<file path="config.mk">
export PLATFORM = sky130hd
export DESIGN_NAME = logic_sweep_unit
export DESIGN_NICKNAME = d
export VERILOG_FILES = /design/src/rtl/logic_sweep_pkg.sv /design/src/rtl/logic_op_core.sv /design/src/rtl/logic_sweep_unit.sv
export SDC_FILE = /design/constraint.sdc
export NUM_CORES = 1
export LEC_CHECK = 0
export CORE_ASPECT_RATIO = 0.8
export CORE_MARGIN = 4
export CORE_UTILIZATION = 42
export CTS_CLUSTER_SIZE = 20
export DETAILED_ROUTE_END_ITERATION = 6
export GPL_TIMING_DRIVEN = 0
export HOLD_SLACK_MARGIN = 0.06
export PLACE_DENSITY = 0.88
export SETUP_SLACK_MARGIN = 0.2
export SLEW_MARGIN = 40
export SYNTH_ARGS = -nofsm -noshare
export SYNTH_HDL_FRONTEND = slang
export SYNTH_SLANG_ARGS = --single-unit
</file>
<file path="constraint.sdc">
create_clock -name clk -period 1.21 [get_ports clk]
set_input_delay 0.242 -clock clk [delete_from_list [all_inputs] [get_ports clk]]
set_output_delay 0.242 -clock clk [all_outputs]
set_load 0.1 [all_outputs]
</file>
<file path="src/rtl/logic_sweep_pkg.sv">
// Shared encodings for the logic sweep unit: op select codes and sweep FSM states.
package logic_sweep_pkg;

  localparam logic [2:0] OP_IMPLY  = 3'd0;
  localparam logic [2:0] OP_NAND   = 3'd1;
  localparam logic [2:0] OP_AND    = 3'd2;
  localparam logic [2:0] OP_OR     = 3'd3;
  localparam logic [2:0] OP_NOR    = 3'd4;
  localparam logic [2:0] OP_XOR    = 3'd5;
  localparam logic [2:0] OP_XNOR   = 3'd6;
  localparam logic [2:0] OP_NIMPLY = 3'd7;

  typedef enum logic [1:0] {
    IDLE = 2'd0,
    RUN  = 2'd1,
    DONE = 2'd2
  } state_t;

endpackage

</file>
<file path="src/rtl/logic_op_core.sv">
// Combinational bitwise evaluator; every op is built from 2-input NAND terms only,
// then one of the eight results is picked by op.
module logic_op_core
  import logic_sweep_pkg::*;
#(
  parameter int WIDTH = 4
) (
  input  logic [2:0]       op,
  input  logic [WIDTH-1:0] a,
  input  logic [WIDTH-1:0] b,
  output logic [WIDTH-1:0] s
);

  function automatic logic [WIDTH-1:0] nand_g(input logic [WIDTH-1:0] x, input logic [WIDTH-1:0] y);
    return ~(x & y);
  endfunction

  logic [WIDTH-1:0] n_ab, n_a, n_b;
  logic [WIDTH-1:0] r_imply, r_and, r_or, r_nor, r_xor, r_xnor, r_nimply;

  assign n_ab     = nand_g(a, b);
  assign n_a      = nand_g(a, a);
  assign n_b      = nand_g(b, b);
  assign r_imply  = nand_g(a, n_b);                          // ~a | b
  assign r_and    = nand_g(n_ab, n_ab);
  assign r_or     = nand_g(n_a, n_b);
  assign r_nor    = nand_g(r_or, r_or);
  assign r_xor    = nand_g(nand_g(a, n_ab), nand_g(b, n_ab));
  assign r_xnor   = nand_g(r_xor, r_xor);
  assign r_nimply = nand_g(r_imply, r_imply);                // a & ~b

  // Select the requested function result
  always_comb begin
    s = n_ab;
    case (op)
      OP_IMPLY:  s = r_imply;
      OP_NAND:   s = n_ab;
      OP_AND:    s = r_and;
      OP_OR:     s = r_or;
      OP_NOR:    s = r_nor;
      OP_XOR:    s = r_xor;
      OP_XNOR:   s = r_xnor;
      OP_NIMPLY: s = r_nimply;
      default:   s = n_ab;
    endcase
  end

endmodule

</file>
<file path="src/rtl/logic_sweep_unit.sv">
// Bitwise logic unit with a registered valid/ready result path and an optional
// exhaustive operand sweep that counts all-ones results.
// Sweep hardware is built only when LOGIC_SWEEP_EN is defined; otherwise the
// sweep ports stay present but inert.
module logic_sweep_unit
  import logic_sweep_pkg::*;
#(
  parameter int WIDTH = 4,
  parameter int CNT_W = 2*WIDTH+1
) (
  input  logic             clk,
  input  logic             rst,
  input  logic             in_valid,
  output logic             in_ready,
  input  logic [2:0]       op,
  input  logic [WIDTH-1:0] a,
  input  logic [WIDTH-1:0] b,
  output logic             out_valid,
  input  logic             out_ready,
  output logic [WIDTH-1:0] s,
  input  logic             sweep_start,
  output logic             sweep_busy,
  output logic             sweep_done,
  output logic [CNT_W-1:0] ones_count
);

  localparam logic [WIDTH-1:0] ALL_ONES = {WIDTH{1'b1}};

  logic [2:0]       core_op;
  logic [WIDTH-1:0] core_a, core_b, core_s;
  logic             accept;

  logic_op_core #(.WIDTH(WIDTH)) u_core (
    .op (core_op),
    .a  (core_a),
    .b  (core_b),
    .s  (core_s)
  );

  assign accept = in_valid & in_ready;

`ifdef LOGIC_SWEEP_EN
  state_t                 state, state_nxt;
  logic [2*WIDTH-1:0]     idx;
  logic [2:0]             sw_op;

  // While running, the shared core evaluates the current sweep pair instead of the request
  assign core_op = (state == RUN) ? sw_op : op;
  assign core_a  = (state == RUN) ? idx[2*WIDTH-1:WIDTH] : a;
  assign core_b  = (state == RUN) ? idx[WIDTH-1:0] : b;

  assign in_ready   = (state == IDLE) & ~sweep_start & (~out_valid | out_ready);
  assign sweep_busy = (state != IDLE);
  assign sweep_done = (state == DONE);

  // Sweep state register
  always_ff @(posedge clk or posedge rst) begin
    if (rst) state <= IDLE;
    else     state <= state_nxt;
  end

  // Sweep next-state: start only from IDLE, leave RUN after the last pair, DONE lasts one cycle
  always_comb begin
    state_nxt = state;
    case (state)
      IDLE:    if (sweep_start) state_nxt = RUN;
      RUN:     if (idx == '1)   state_nxt = DONE;
      DONE:    state_nxt = IDLE;
      default: state_nxt = IDLE;
    endcase
  end

  // Pair index, latched op and all-ones counter
  always_ff @(posedge clk or posedge rst) begin
    if (rst) begin
      idx        <= '0;
      sw_op      <= OP_IMPLY;
      ones_count <= '0;
    end else if (state == IDLE && sweep_start) begin
      idx        <= '0;
      sw_op      <= op;
      ones_count <= '0;
    end else if (state == RUN) begin
      idx <= idx + 1'b1;
      if (core_s == ALL_ONES) ones_count <= ones_count + CNT_W'(1);
    end
  end
`else
  logic sweep_unused;

  assign sweep_unused = sweep_start;
  assign core_op      = op;
  assign core_a       = a;
  assign core_b       = b;
  assign in_ready     = ~out_valid | out_ready;
  assign sweep_busy   = 1'b0;
  assign sweep_done   = 1'b0;
  assign ones_count   = '0;
`endif

  // Output register: load on accept (even while the old result is consumed), hold under backpressure
  always_ff @(posedge clk or posedge rst) begin
    if (rst) begin
      out_valid <= 1'b0;
      s         <= '0;
    end else if (accept) begin
      out_valid <= 1'b1;
      s         <= core_s;
    end else if (out_ready) begin
      out_valid <= 1'b0;
    end
  end

endmodule

</file>
==> results.cfg <==
[outcome]
status = complete, but fails checks
violations = negative setup slack

[cts]
htree_levels = 1
cts_root_buffer = clkbuf_4
cts_sinks = 5
clk_pin_slew_worst_paths_ps = 50
cts_made_buffers = 3
clock_path_buffers = 2
cts_tree = built
ctsHoldBuffers = 0
insertion_delay_ps = 270

[power]
power_density_nw_per_um2 = 1030
ir_worst_vdd_uv = 954
power.total_w = 0.00128
p_leak_nw = 0.597

[detailed_routing]
routed_via_density = 5.17
via_count = 801
routed_wirelength_mm = 2.61
drt_first_pass_iters = 4
avgRoutedWirePerCell_um = 16.8
drt.antenna.violating_nets = 0
drt_iter0_markers = 54
drc = 0

[layout]
fin_cells = 155
antenna_cells = 0
final_cell_area_um2 = 1240
finalNetCount = 162
layout-drive-gt1-share_pct = 50.4
final_cell_mix = 17 x buf_4, 11 x conb_1, 7 x inv_2, 7 x ha_1
syn2layout_area_growth_pct = 59.4
final_common_cell = buf_4

[floorplan]
ios = 33
rows = 13
die_y_um = 46.4
start_util_pct = 45.9
dieWidth_um = 56.1
coreArea_um2 = 1690
die_area_um2 = 2600

[global_route]
grtUsageTotal_pct = 19.0
grt_pass1_vias = 803
overflow = 0
grt_max_degree = 11
grt_pass1_wl_mm = 3.70
grt_antenna_before_repair = 0

[logic_synthesis]
yosys.area_share.simple_pct = 16.9
synth_warnings = 0
synth_compound_area_share_pct = 18.2
synth_fa_ha_area_share_pct = 19.4
synth_mux_area_share_pct = 8.23
ys_top_cells_by_area = ha_1 19%, dfrtp_1 16%, buf_4 11%
synthDistinctLibCells = 30
netlist_instances = 95
avgSynthCellArea_um2 = 8.17
synth_top_area_cell = ha_1
yosysSeqAreaShare_pct = 16.1
synth_top_family_by_area = buffers and inverters
synth_xor_area_share_pct = 0
synth_area_um2 = 776
ys_ff_latch = 5
synth_top_cell_area_share_pct = 19.4

[timing]
slew_viol_final = 0
hold_viol = 0
skew_ps = 0.853
layout_min_cycle_time_ps = 1270
rsz0062_at_grt = true
fin_crit_sh_pct = 105
fin_ws_ps = -55.3
max_freq_mhz = 790
setup_viol = 2

[place]
place_inst = 146
placed_area_um2 = 1020
place.port_buffers = 19
hpwl_mm = 1.51
place_congestion = 0.737

[worst_setup_path]
cp.arrival_ps = 1020
timing.rr.start = out_valid
end_kind = output port
r2r_end = s[1]
worstPathRequired_ps = 970
worstRegToRegCells = 5
cp_max_fo = 2
critical_path_class = input port to output port
regToRegSetupSlack_ps = 40
critPathLaunchType = input port

[job]
maxCapViolCount = 0

[min_path]
worstHoldPathType = input port to asynchronous set/reset pin
report_power, final:
group	switching [W]	total, W	leakage, nW	internal (W)
Combinational	0.000544	0.000827	0.528	0.000283
Clock	0.0000954	0.000222	0.0150	0.000126
Sequential	0.0000299	0.000230	0.0537	0.000200
cells in the mapped netlist:
library cell	n
mux2_2	3
buf_6	2
nand2b_1	2
dfrtp_1	5
a32o_1	1
a311oi_1	1
buf_2	2
a311o_1	1
and2_0	1
a31oi_1	2
nand2_1	4
mux2i_1	3
a21o_1	2
nor2b_1	3
a21boi_0	2
a21oi_1	4
o21ai_0	5
nor2_1	2
nor3_2	1
buf_4	11
conb_1	1
o21ai_1	2
nor4b_1	3
nor3_1	1
inv_1	11
clkbuf_1	1
nor3b_1	2
a22oi_1	2
ha_1	12
nand3_1	3
registers in the layout, summed over array words and instances (netlist names):
register,cells
out_valid,1
s,4
what timing repair did:
item                                    CTS  global route
endpoints found under the setup margin   10            10
buffers inserted                          4             0
resized for setup                        68            22
gates cloned                              1             0
pin swaps                                10             8
logic make-up after synthesis:
logic type	Yosys count
compound gates	22
fa+ha+maj	12
buf+inv	27
flops	5
mux	6
other cells	1
simple gates	22
metrics by stage:
stage / utilization (%) / hold slack, ps / setup WS (ps) / TNS (ps)
6_report: 73.1 / 193 / -55.3 / -84.1
5_1_grt: 73.1 / 206 / -69.1 / -182
4_1_cts: 71.4 / 196 / -41.6 / -64.8
3_5_place_dp: 60.6 / 472 / -640 / -2660
3_3_place_gp: 62.4 / 453 / -996 / -5650
2_1_floorplan: - / 20.3 / -219 / -787
area by class of cell:
class	instances	area, µm²
plain buffers	16	125
clock buffers	4	26.3
fillers	120	455
inverters	11	41.3
multi-input cells	73	641
flip-flops and latches	5	134
well taps	22	27.5
repair buffers	24	241
layer usage:
layer,track usage (%),vias to the layer above,share of wire [%]
met5,0,-,0
met2,36.6,38,54
met1,18.6,371,37
met3,4.20,10,6.4
li1,-,382,-
met4,13.7,0,3.0
critical path, cell delays in order:
cell and delay, ps:
clkdlybuf4s50_1 460, nand2b_4 140, buf_12 170
worst max path at each step:
stage	depth (start not counted)	startpoint	to	slack, ps
CTS	2	out_valid	in_ready	-40
finish	3	out_ready	in_ready	-60
global placement	3	out_ready	in_ready	-1000
floorplan	4	out_valid	s[0]	-220
detailed placement	7	a[3]	s[3]	-640
global route	2	out_valid	in_ready	-70
Power figures use the tool's default switching activity.
